$ cat src/rtl/pc_sequencer_pkg.sv
// Shared widths, vectors and encodings for the PC sequencer and its return-address stack.
package pc_sequencer_pkg;

    localparam int unsigned AW        = 8;
    localparam int unsigned RAS_DEPTH = 4;

    localparam logic [AW-1:0] RESET_VECTOR = 8'h00;
    localparam logic [AW-1:0] IRQ_VECTOR   = 8'hF0;

    typedef enum logic {
        ST_RUN = 1'b0,
        ST_ISR = 1'b1
    } state_e;

    typedef enum logic [2:0] {
        SEL_HOLD,
        SEL_BR,
        SEL_RET,
        SEL_CALL,
        SEL_IRQ,
        SEL_INC
    } sel_e;

endpackage

$ cat src/rtl/pc_ras.sv
// Return-address stack: write pointer plus saturating count; a push while full
// overwrites the oldest entry so later pops still return the newest entries.
module pc_ras
    import pc_sequencer_pkg::*;
(
    input  logic          clk,
    input  logic          rst,
    input  logic          push,
    input  logic          pop,
    input  logic [AW-1:0] push_data,
    output logic [AW-1:0] top_data_c,
    output logic          empty_c,
    output logic          overflow_c,
    output logic          underflow_c
);

    localparam int unsigned PTR_W = $clog2(RAS_DEPTH);
    localparam int unsigned CNT_W = PTR_W + 1;

    logic [AW-1:0]    mem_q [RAS_DEPTH];
    logic [AW-1:0]    mem_d [RAS_DEPTH];
    logic [PTR_W-1:0] ptr_q, ptr_d;
    logic [PTR_W-1:0] ptr_dec;
    logic [CNT_W-1:0] cnt_q, cnt_d;
    logic             full;

    // Status and top-of-stack; the pointer wraps naturally because depth is a power of two
    always_comb begin
        ptr_dec     = ptr_q - PTR_W'(1);
        full        = (cnt_q == CNT_W'(RAS_DEPTH));
        empty_c     = (cnt_q == '0);
        top_data_c  = mem_q[ptr_dec];
        overflow_c  = push & full;
        underflow_c = pop & empty_c;
    end

    // Next-state for storage, pointer and count; a pop on an empty stack changes nothing
    always_comb begin
        mem_d = mem_q;
        ptr_d = ptr_q;
        cnt_d = cnt_q;
        if (push) begin
            mem_d[ptr_q] = push_data;
            ptr_d        = ptr_q + PTR_W'(1);
            if (!full) begin
                cnt_d = cnt_q + CNT_W'(1);
            end
        end else if (pop && !empty_c) begin
            ptr_d = ptr_dec;
            cnt_d = cnt_q - CNT_W'(1);
        end
    end

    // Stack registers
    always_ff @(posedge clk or posedge rst) begin
        if (rst) begin
            for (int i = 0; i < int'(RAS_DEPTH); i++) begin
                mem_q[i] <= '0;
            end
            ptr_q <= '0;
            cnt_q <= '0;
        end else begin
            mem_q <= mem_d;
            ptr_q <= ptr_d;
            cnt_q <= cnt_d;
        end
    end

endmodule

$ cat src/rtl/pc_sequencer.sv
// Program-counter sequencer: priority next-PC select, interrupt entry FSM and the PC register.
module pc_sequencer
    import pc_sequencer_pkg::*;
(
    input  logic          clk,
    input  logic          rst,
    input  logic          stall,
    input  logic          branch_taken,
    input  logic [AW-1:0] branch_target,
    input  logic          call,
    input  logic [AW-1:0] call_target,
    input  logic          ret,
    input  logic          irq,
    output logic [AW-1:0] pc,
    output logic [AW-1:0] pcnext,
    output logic          irq_ack,
    output logic          in_isr,
    output logic          ras_overflow,
    output logic          ras_underflow
);

    sel_e          sel;
    state_e        state_q, state_d;
    logic [AW-1:0] pc_q, pc_d;
    logic [AW-1:0] pc_inc;
    logic          irq_ack_q, irq_ack_d;
    logic          ras_overflow_q, ras_overflow_d;
    logic          ras_underflow_q, ras_underflow_d;

    logic          ras_push;
    logic          ras_pop;
    logic [AW-1:0] ras_push_data;
    logic [AW-1:0] ras_top_c;
    logic          ras_empty_c;
    logic          ras_ovf_c;
    logic          ras_udf_c;

    pc_ras u_ras (
        .clk         (clk),
        .rst         (rst),
        .push        (ras_push),
        .pop         (ras_pop),
        .push_data   (ras_push_data),
        .top_data_c  (ras_top_c),
        .empty_c     (ras_empty_c),
        .overflow_c  (ras_ovf_c),
        .underflow_c (ras_udf_c)
    );

    // Priority select: stall > branch > ret > call > irq entry (RUN only) > increment
    always_comb begin
        sel = SEL_INC;
        if (stall) begin
            sel = SEL_HOLD;
        end else if (branch_taken) begin
            sel = SEL_BR;
        end else if (ret) begin
            sel = SEL_RET;
        end else if (call) begin
            sel = SEL_CALL;
        end else if (irq && (state_q == ST_RUN)) begin
            sel = SEL_IRQ;
        end
    end

    // Next PC, stack requests and FSM transition for the winning action only
    always_comb begin
        pc_inc        = pc_q + AW'(1);
        pc_d          = pc_q;
        state_d       = state_q;
        irq_ack_d     = 1'b0;
        ras_push      = 1'b0;
        ras_pop       = 1'b0;
        ras_push_data = pc_inc;
        unique case (sel)
            SEL_HOLD: pc_d = pc_q;
            SEL_BR:   pc_d = branch_target;
            SEL_RET: begin
                ras_pop = 1'b1;
                if (ras_empty_c) begin
                    pc_d = pc_inc;
                end else begin
                    pc_d    = ras_top_c;
                    state_d = ST_RUN;
                end
            end
            SEL_CALL: begin
                ras_push      = 1'b1;
                ras_push_data = pc_inc;
                pc_d          = call_target;
            end
            SEL_IRQ: begin
                // Push the interrupted PC itself so that instruction re-executes on return
                ras_push      = 1'b1;
                ras_push_data = pc_q;
                pc_d          = IRQ_VECTOR;
                state_d       = ST_ISR;
                irq_ack_d     = 1'b1;
            end
            default:  pc_d = pc_inc;
        endcase
    end

    // Sticky stack error flags
    always_comb begin
        ras_overflow_d  = ras_overflow_q | ras_ovf_c;
        ras_underflow_d = ras_underflow_q | ras_udf_c;
    end

    // PC, FSM state and registered status outputs
    always_ff @(posedge clk or posedge rst) begin
        if (rst) begin
            pc_q            <= RESET_VECTOR;
            state_q         <= ST_RUN;
            irq_ack_q       <= 1'b0;
            ras_overflow_q  <= 1'b0;
            ras_underflow_q <= 1'b0;
        end else begin
            pc_q            <= pc_d;
            state_q         <= state_d;
            irq_ack_q       <= irq_ack_d;
            ras_overflow_q  <= ras_overflow_d;
            ras_underflow_q <= ras_underflow_d;
        end
    end

    assign pc            = pc_q;
    assign pcnext        = pc_d;
    assign irq_ack       = irq_ack_q;
    assign in_isr        = (state_q == ST_ISR);
    assign ras_overflow  = ras_overflow_q;
    assign ras_underflow = ras_underflow_q;

endmodule

$ cat config.mk
export PLATFORM = sky130hd
export DESIGN_NAME = pc_sequencer
export DESIGN_NICKNAME = d
export VERILOG_FILES = /design/src/rtl/pc_sequencer_pkg.sv /design/src/rtl/pc_ras.sv /design/src/rtl/pc_sequencer.sv
export SDC_FILE = /design/constraint.sdc
export NUM_CORES = 1
export LEC_CHECK = 0
export ABC_CLOCK_PERIOD_IN_PS = 2900
export CAP_MARGIN = 20
export CORE_MARGIN = 10
export CORE_UTILIZATION = 25
export DETAILED_ROUTE_END_ITERATION = 7
export DONT_BUFFER_PORTS = 1
export SYNTH_ARGS = -nofsm -noshare
export SYNTH_HDL_FRONTEND = slang
export SYNTH_SLANG_ARGS = --single-unit
$ cat constraint.sdc
create_clock -name clk -period 2.9 [get_ports clk]
set_input_delay 0.58 -clock clk [delete_from_list [all_inputs] [get_ports clk]]
set_output_delay 0.58 -clock clk [all_outputs]
set_load 0.02 [all_outputs]
==> load_flow_metrics.sql <==
INSERT INTO impl_metrics (metric_group, metric, value, unit) VALUES
('outcome', 'status', 'completed', ''),
('place', 'place_hpwl', '4.99', 'mm'),
('routing', 'post-route-drc-count', '0', ''),
('pwr', 'net-switching-power', '1.02', 'mW'),
('sta', 'timing_worst_slew_pin_value', '631', 'ps'),
('grt', 'first_global_vias', '2004', ''),
('synth', 'yosys-top-cells-area', 'sky130_fd_sc_hd__dfrtp_1, sky130_fd_sc_hd__mux4_2, sky130_fd_sc_hd__nand2_1', ''),
('grt', 'globalRoute.totalOverflow', '0', ''),
('pwr', 'leakage_component_of_the_power', '1.22', 'nW'),
('floorplanning', 'num_io_pins', '43', ''),
('grt', 'global_route_wire_length_before_repair', '11.1', 'mm'),
('clocking', 'cts_inserted_buffers', '5', ''),
('pwr', 'share_clk_of_total_power', '15.6', '%'),
('setup_path', 'worst_setup_path_end_kind', 'output pin', ''),
('synth', 'yosys_most_used_dff', 'sky130_fd_sc_hd__dfrtp_1', ''),
('routing', 'drt-wirelength-per-cell', '16.7', 'um'),
('place', 'port-buffer-count', '0', ''),
('synth', 'netlist-cell-type-count', '45', ''),
('clocking', 'ctsHoldBuffers', '0', ''),
('sta', 'setup_violations', '0', ''),
('clocking', 'clk_root_buffer_cell', 'sky130_fd_sc_hd__clkbuf_8', ''),
('floorplanning', 'die_h', '122', 'um'),
('clocking', 'ctsHtreeMaxLevel', '2', ''),
('finish', 'drive_gt1_share', '18.2', '%'),
('clocking', 'clock-sinks', '49', ''),
('finish', 'design.final.nets', '302', ''),
('clocking', 'clock_path_buffers', '2', ''),
('pwr', 'irDropWorstVdd', '0.259', 'mV'),
('sta', 'slew-limit-headroom', '57.9', '%'),
('finish', 'stdcell_count', '410', ''),
('synth', 'yosysTopAreaCell', 'sky130_fd_sc_hd__dfrtp_1', ''),
('finish', 'num_antenna_cells', '0', ''),
('finish', 'fillCellCount', '1054', ''),
('sta', 'post-route-min-period', '2710', 'ps'),
('synth', 'post_synth.cell_area_avg', '10.2', 'um^2'),
('synth', 'syn-num-nets', '285', ''),
('setup_path', 'worst_setup_path_start_kind', 'register', ''),
('routing', 'drtPass1Iterations', '5', ''),
('grt', 'groute.usage.overall', '9.45', '%'),
('floorplanning', 'die_width', '122', 'um'),
('pwr', 'power_per_cell_area', '885', 'nW/um^2'),
('grt', 'grt_start_max_net_pins', '50', ''),
('pwr', 'p_int', '1.63', 'mW'),
('hold_path', 'min_path_type', 'primary input to asynchronous set/reset pin', ''),
('routing', 'dr_total_vias', '2055', ''),
('synth', 'yosys.cell_count.top_type', 'sky130_fd_sc_hd__dfrtp_1', ''),
('setup_path', 'required', '2320', 'ps'),
('sta', 'finalHoldWorstSlack', '106', 'ps'),
('synth', 'netlist_area', '2610', 'um^2'),
('sta', 'finalHoldViolations', '0', ''),
('pwr', 'power_frac_comb', '38.8', '%'),
('synth', 'synth_enable_flop_cells', '0', ''),
('clocking', 'cts.reportedPaths.clkPinSlew', '100', 'ps'),
('setup_path', 'timing.reg2reg.worst_path_depth', '7', ''),
('floorplanning', 'placement_rows', '37', ''),
('place', 'place_ws', '373', 'ps'),
('pwr', 'power_switching_share', '38.5', '%'),
('synth', 'async_reset_ff_share', '100', '%'),
('synth', 'synth-seq-area-share', '47.0', '%'),
('setup_path', 'worstPathMaxFanout', '7', ''),
('synth', 'synthesis.yosys.warnings', '0', ''),
('setup_path', 'worst-setup-path-type', 'register to output pin', ''),
('routing', 'drt_iter0_markers', '256', ''),
('place', 'gp_congestion', '0.813', ''),
('sta', 'setup_tns', '0', 'ps'),
('routing', 'drtAntennaViolNets', '0', ''),
('synth', 'post_synth_inst_count', '256', ''),
('finish', 'synthToLayoutAreaGrowth', '15.2', '%'),
('synth', 'synth.ff_latch_count', '49', ''),
('clocking', 'post-cts-setup-buffer-count', '0', ''),
('clocking', 'cts_tree', 'built', '');
-- worst paths after layout --
kind | endpoint | slack [ps] | startpoint
setup / recovery | pcnext[7] | 190 | in_isr
hold / removal | pc[3] | 110 | rst
setup reg to reg | u_ras.cnt_q[2] | 750 | in_isr
hold reg to reg | u_ras.mem_q[14] | 480 | u_ras.mem_q[14]
max in group asynchronous | pc[1] | 2290 | rst
min in group clk | pc[2] | 470 | branch_target[2]
-- placed cells by master, fill, tap and decap left out, types with 3 or more instances in the layout --
| cell type | count |
|---|---|
| sky130_fd_sc_hd__a211oi_1 | 4 |
| sky130_fd_sc_hd__a21oi_1 | 7 |
| sky130_fd_sc_hd__a221oi_1 | 3 |
| sky130_fd_sc_hd__a222oi_1 | 4 |
| sky130_fd_sc_hd__buf_4 | 24 |
| sky130_fd_sc_hd__clkbuf_8 | 5 |
| sky130_fd_sc_hd__dfrtp_1 | 48 |
| sky130_fd_sc_hd__ha_1 | 4 |
| sky130_fd_sc_hd__inv_1 | 4 |
| sky130_fd_sc_hd__mux4_2 | 8 |
| sky130_fd_sc_hd__nand2_1 | 48 |
| sky130_fd_sc_hd__nand3_1 | 5 |
| sky130_fd_sc_hd__nor2_1 | 4 |
| sky130_fd_sc_hd__nor2b_1 | 3 |
| sky130_fd_sc_hd__nor3b_1 | 3 |
| sky130_fd_sc_hd__o2111ai_1 | 8 |
| sky130_fd_sc_hd__o211ai_1 | 9 |
| sky130_fd_sc_hd__o21ai_0 | 32 |
| sky130_fd_sc_hd__or3_1 | 4 |
| sky130_fd_sc_hd__or4_1 | 4 |
| sky130_fd_sc_hd__xnor2_1 | 9 |
| sky130_fd_sc_hd__xor2_1 | 4 |
-- layout make-up --
cell class / count / area [um^2] / area share (%)
clock buffers: 6 / 72.6 / 2.42
clock inverters: 2 / 13.8 / 0.459
well taps: 136 / 170 / 5.67
repair buffers: 25 / 200 / 6.67
multi-input cells: 187 / 1300 / 43.3
flip-flops and latches: 49 / 1230 / 40.9
inverters: 5 / 18.8 / 0.625
-- critical path, cell delays in order, from the launching register on --
cell and delay (ps):
sky130_fd_sc_hd__dfrtp_1 510, sky130_fd_sc_hd__nor2b_1 120, sky130_fd_sc_hd__or3_1 320, sky130_fd_sc_hd__a211o_1 420, sky130_fd_sc_hd__o2111ai_1 260, sky130_fd_sc_hd__buf_4 190
-- metal layers --
metal / routed length (um) / share of wire, % / up-vias / global-route usage (%)
met3: 561 / 8.2 / 7 / 2.68
li1: - / - / 980 / -
met2: 3140 / 46 / 68 / 14.9
met4: 118 / 1.7 / 0 / 3.76
met5: 0 / 0 / - / 0
met1: 3020 / 44 / 1000 / 11.9
-- power by group through the flow --
stage / registers (mW) / logic (mW) / clock network [mW]
after global routing: 1.25 / 1.15 / 0.454
after floorplan: 1.18 / 0.733 / 0
after global placement: 1.21 / 1.01 / 0
after detailed placement: 1.22 / 1.02 / 0
after CTS: 1.21 / 1.03 / 0.428
final: 1.21 / 1.03 / 0.416
-- what timing repair did --
action / 4_1_cts / 5_1_grt
gates resized for setup: 0 / 2
setup endpoints to repair: 0 / 4
hold endpoints to repair: 0 / 0
-- per-stage QoR --
stage                     power [mW]  area (um^2)  utilization [%]
after CTS                       2.67         2980             29.1
final                           2.66         3000             29.3
after global placement          2.22         2890             28.3
after global routing            2.86         3000             29.3
after detailed placement        2.24         2890             28.3
after floorplan                 1.92         2610                -
-- kinds of logic (layout without fill, tap and decap cells) --
kind of cell / Yosys count / in the layout / synth area share, %
simple gates: 81 / 81 / 15.0
compound gates: 78 / 78 / 19.9
flops: 49 / 49 / 47.0
buf+inv: 20 / 38 / 3.22
xor+xnor: 13 / 13 / 4.37
mux: 9 / 9 / 7.30
fa+ha+maj: 6 / 6 / 3.17
-- registers in the layout (all words and copies together) (netlist names) --
name           flops
in_isr             1
ras_underflow      1
u_ras.ptr_q        2
ras_overflow       1
pc                 8
irq_ack            1
u_ras.cnt_q        3
u_ras.mem_q       32
(Power assumes the default switching activity.)
==> RTL change 1: new RTL, same flow settings <==
Register the output `ras_overflow` once more; this adds one clock of latency there. The other outputs are not delayed to match.
--- a/src/rtl/pc_sequencer.sv
+++ b/src/rtl/pc_sequencer.sv
@@ -128,7 +128,9 @@
     assign pcnext        = pc_d;
     assign irq_ack       = irq_ack_q;
     assign in_isr        = (state_q == ST_ISR);
-    assign ras_overflow  = ras_overflow_q;
+    always_ff @(posedge clk) begin
+        ras_overflow <= ras_overflow_q;
+    end
     assign ras_underflow = ras_underflow_q;
 
 endmodule
Function: changed (Yosys sat finds a counterexample within 10 cycles, from zero or initial values and one cycle with rst high).
==> RTL change 1 against the unedited design <==
- area after synthesis rose by 0.77%
- synthesized cell count rose by 0.39%
- sequential cell count rose by 1
- total power rose by 1.7%
- worst setup slack got worse by 0.053 ns
- final area rose by 0.75%
- via count rose by 1.2%
- wire length rose by 0.74%
- critical path depth did not move
- global-route usage fell by 0.13 points
- register-to-register slack improved by 0.04 ns
- critical endpoint unchanged
- largest cell class unchanged
==> RTL change 1: results (changes against the unedited design) <==
* CP Max Fanout at 9 (+2)
* Worst-Margin Slew at 0.667 ns (+0.0361 ns)
* Peak VDD IR at 261 uV (+1.0%)
* Max reg flops at 32 (unchanged)
* Avg WL per Cell at 16.8 microns (+0.74%)
* Gpl congestion at 0.799 (-1.8%)
* GR Layer Usage met1 at 0.106 (-0.0139)
* DR vias/cell at 5.07 (+1.2%)
* Layout net count at 302 (unchanged)
* Most flops, register: u_ras.mem_q
* N_diodes at 0 (unchanged)
* Largest net degree at the start of global routing at 50 (unchanged)
* Placed cell count at 401 (unchanged)
* Placed instance area at 0.00290 sq mm (+0.43%)
* Max stage delay cell, worst path: dfrtp_1
* Outcome: finished clean
* Post_cts resized at 0 (unchanged)
* Distinct cells, synth at 46 (+2.2%)
* Vias in the first global route at 2,141 (+6.8%)
* Clock root buffer: clkbuf_8
* Pre-CTS WS at 0.387 ns (+0.0143 ns)
* HPWL Detailed at 5110 microns (+2.4%)
* Leak at 1.23 nW (+0.93%)
* Asr flop ratio synth at 0.980 (-0.0200)
* Fill cell instance count of the final layout at 1,095 (+3.9%)
* Syn Nets at 286 (+0.35%)
* Crit path arrival time at 2.19 ns (+0.06 ns)
* Syn_area_per_cell at 10.2 sq um (+0.38%)
* Clk_lat worst skew at 0.31 ns (about the same)
* IO buf count at 0 (unchanged)
* Post-synthesis sequential area ratio at 0.475 (+0.00404)
* # Post-CTS Setup Buffers at 0 (unchanged)
* Clk slew on worst S/H paths at 0.10 ns (about the same)
* Layout cells sized above 1 at 0.175 (-0.00730)
* Area grow syn2layout at 15.2% (about the same)
* Critical path's largest stage delay at 0.54 ns (+0.03 ns)
* Fin cells at 410 (unchanged)
* DR iter-0 viols at 158 (-38%)
* Skew final at 0.0137 ns (+0.00506 ns)
* Grt met3 use at 0.0266 (-0.000197)
* Synth top cells by count: dfrtp_1, nand2_1, o21ai_0, o211ai_1, xnor2_1
* Antenna violations before repair at 0 (unchanged)
* TritonCTS buffer count at 5 (unchanged)
* Internal at 1.68 mW (+2.6%)
* GRT Util Overall at 0.0932 (-0.00127)
* CP top delay family: simple AND/OR/NAND/NOR gates
* Max Buffers Root-to-Sink at 2 (unchanged)
* GR Util met2 at 0.161 (+0.0118)
* Drt pass-1 iters at 4 (-1)
* Synth Warn # at 0 (unchanged)
* H-tree Lvls at 2 (unchanged)
* First-pass GRT wire length at 11,100 microns (-0.24%)
* HP Class: input port to asynchronous set/reset pin
* Synth area leaders: dfrtp_1, mux4_2, nand2_1
[RTL change 1: changes by cell type in the layout (fill, tap and decap cells not counted), sizes merged]
cell | unedited run | this run
dfxtp | 0 | 1
buf | 25 | 24
clkinv | 1 | 2
inv | 6 | 5
[RTL change 1: final timing paths]
check | cells after the start | from | slack [ns] | to
min reg2reg | 0 | ras_overflow_q | 0.38 | ras_overflow
min | 1 | rst | 0.08 | pc[5]
max in group asynchronous | 2 | rst | 2.32 | u_ras.mem_q[31]
max | 5 | pc[1] | 0.13 | pcnext[7]
min in group clk | 0 | ras_overflow_q | 0.38 | ras_overflow
max reg2reg | 6 | in_isr | 0.79 | u_ras.cnt_q[1]
[RTL change 1: per-layer routing]
| layer | routed length, microns | share of wire |
|---|---|---|
| met1 | 2950 | 0.43 |
| met5 | 0 | 0 |
| met2 | 3420 | 0.50 |
| met4 | 120 | 0.017 |
| met3 | 400 | 0.058 |
[RTL change 1: area by class of cell]
| class | count | area share |
|---|---|---|
| sequential | 50 | 0.412 |
| clock inverter | 2 | 0.00579 |
| timing repair buffer | 24 | 0.0637 |
| multi-input combinational | 187 | 0.429 |
| inverter | 5 | 0.00621 |
| tap | 136 | 0.0563 |
| clock buffer | 6 | 0.0273 |
[RTL change 1: power groups by stage]
stage	Clock [mW]	Sequential (mW)	Combinational, mW
floorplan	0	1.21	0.733
global placement	0	1.22	1.03
detailed placement	0	1.24	1.04
CTS	0.456	1.22	1.04
global route	0.479	1.27	1.15
finish	0.443	1.22	1.04
[RTL change 1: logic make-up after synthesis]
group                      count (synthesis)  share of synthesized area
muxes                                      9                     0.0724
and+or+nand+nor                           81                      0.149
xor gates and xnor gates                  13                     0.0434
adders and majority gates                  6                     0.0314
DFF                                       50                      0.475
AOI/OAI and AO/OA                         78                      0.198
buffers and inverters                     20                     0.0319
==> RTL change 2: new RTL, config.mk and constraints unchanged <==
Without the edit above. The package constant `AW` goes from 8 to 9.
--- a/src/rtl/pc_sequencer_pkg.sv
+++ b/src/rtl/pc_sequencer_pkg.sv
@@ -1,7 +1,7 @@
 // Shared widths, vectors and encodings for the PC sequencer and its return-address stack.
 package pc_sequencer_pkg;
 
-    localparam int unsigned AW        = 8;
+    localparam int unsigned AW        = 9;
     localparam int unsigned RAS_DEPTH = 4;
 
     localparam logic [AW-1:0] RESET_VECTOR = 8'h00;
Interface: changed (resized branch_target, call_target, pc and pcnext); port bits go from 43 to 47. The function was not compared with the original's and may differ.
==> RTL change 2 against the unedited design <==
- count of clock-buffer cells in the layout decreased by 1
- sequential share of layout area increased by 1.4 points
- wire length increased by 2.1%
- sequential cell count increased by 5
- total power increased by 12%
- area after synthesis increased by 8.9%
- worst setup slack got worse by 0.043 ns
- via count increased by 0.83%
- final area increased by 6.4%
==> RTL change 2: results (changes against the unedited design) <==
* Outcome: finished clean
* Syn Nets at 305 (+7.0%)
* First-pass GRT wire length at 11,500 microns (+3.0%)
* DR vias/cell at 4.93 (-1.6%)
* Cell count after synthesis at 274 (+7.0%)
* CP top delay family: compound AO/OA/AOI/OAI gates
* Synth Warn # at 0 (unchanged)
* Post-synthesis sequential area ratio at 0.476 (+0.00551)
* N_diodes at 0 (unchanged)
* Area grow syn2layout at 12.5%
* Reg2Reg Depth at 8 (+1)
* Hold Slack at 0.353 ns (+0.248 ns)
* Clk slew on worst S/H paths at 0.07 ns (-0.03 ns)
* Placed instance area at 0.00304 sq mm (+5.1%)
* Avg WL per Cell at 16.6 microns (-0.36%)
* R2R Path Start: in_isr
* Largest net degree at the start of global routing at 55 (+10%)
* Gpl congestion at 0.828 (+1.9%)
* CP Launch Point: u_ras.ptr_q[0]
* Placed cell count at 412 (+2.7%)
* Distinct cells, synth at 47 (+4.4%)
* Leak at 1.29 nW (+5.5%)
* HPWL Detailed at 5260 microns (+5.4%)
* Synth area leaders: dfrtp_1, mux4_2, nand2_1
* Post_cts resized at 0 (unchanged)
* Final worst-path cycle share at 0.951 (+0.0147)
* Layout cells sized above 1 at 0.161 (-0.0218)
* Register-to-register setup slack at 0.71 ns (-0.04 ns)
* GRT Util Overall at 0.0884 (-0.00611)
* Pre-CTS WS at 0.283 ns (-0.0899 ns)
* Critical R2R Capture: u_ras.cnt_q[2]
* Most flops, register: u_ras.mem_q
* CP Max Fanout at 5 (-2)
* Vias in the first global route at 2,111 (+5.3%)
* Clock root buffer: clkbuf_16
* Peak VDD IR at 377 uV (+46%)
* End of the critical path: pcnext[7]
* H-tree Lvls at 2 (unchanged)
* Vias at 2,072 (+0.83%)
* Worst-Margin Slew at 0.768 ns (+0.137 ns)
* DR iter-0 viols at 107 (-58%)
* Synth top cells by count: dfrtp_1, nand2_1, o21ai_0, xnor2_1, mux4_2
* HP Class: input port to asynchronous set/reset pin
* Critical path's largest stage delay at 0.44 ns (-0.07 ns)
* Crit path arrival time at 2.18 ns (+0.05 ns)
* Skew final at 0.00774 ns (-0.000945 ns)
* Final Hold Violating Endpoints at 0 (unchanged)
* Drt pass-1 iters at 5 (unchanged)
* Max reg flops at 36 (+13%)
RTL change 2: cell count changes after synthesis, moves of 4 or more:
cell / change
a211oi_1: +4
dfrtp_1: +5
o2111ai_1: -6
o211ai_2: +4
o21ai_0: +5
or4_1: -4
xnor2_1: +6
RTL change 2: cell type report:
type,count,area [sq um]
clock buffers,5,125
clock inverters,3,28.8
fillers,1122,7790
inverters,8,30.0
multi-input cells,198,1390
flip-flops and latches,54,1350
well taps,140,175
repair buffers,12,90.1
RTL change 2: worst register-to-register path, delay by kind of cell, from the launching register on:
| kind | cells | cell delay, ns |
|---|---|---|
| AND/OR/NAND/NOR | 2 | 0.48 |
| flip-flops | 1 | 0.49 |
| AO/OA/AOI/OAI | 3 | 0.39 |
| buffers and inverters | 2 | 0.32 |
| adder cells (fa/ha/maj) | 1 | 0.43 |
RTL change 2: kinds of logic after synthesis:
group	share of synthesized area
buffers and inverters	0.0335
multiplexers	0.0754
XOR/XNOR	0.0494
flip-flops	0.476
AO/OA/AOI/OAI	0.197
AND/OR/NAND/NOR	0.140
adder cells (fa/ha/maj)	0.0291
RTL change 2: per-layer routing:
metal | GRT usage | share of wire | wire [microns] | up-vias
li1 | - | - | - | 1002
met1 | 0.106 | 0.44 | 3100 | 1008
met2 | 0.146 | 0.47 | 3260 | 58
met3 | 0.0358 | 0.084 | 586 | 4
met4 | 0.0188 | 0.0050 | 35 | 0
met5 | 0 | 0 | 0 | -
RTL change 2: power by group:
part	internal (mW)	leakage, nW	switching (mW)
sequential	1.04	0.682	0.270
clock	0.330	0.0759	0.286
combinational	0.493	0.531	0.562
total	1.86	1.29	1.12
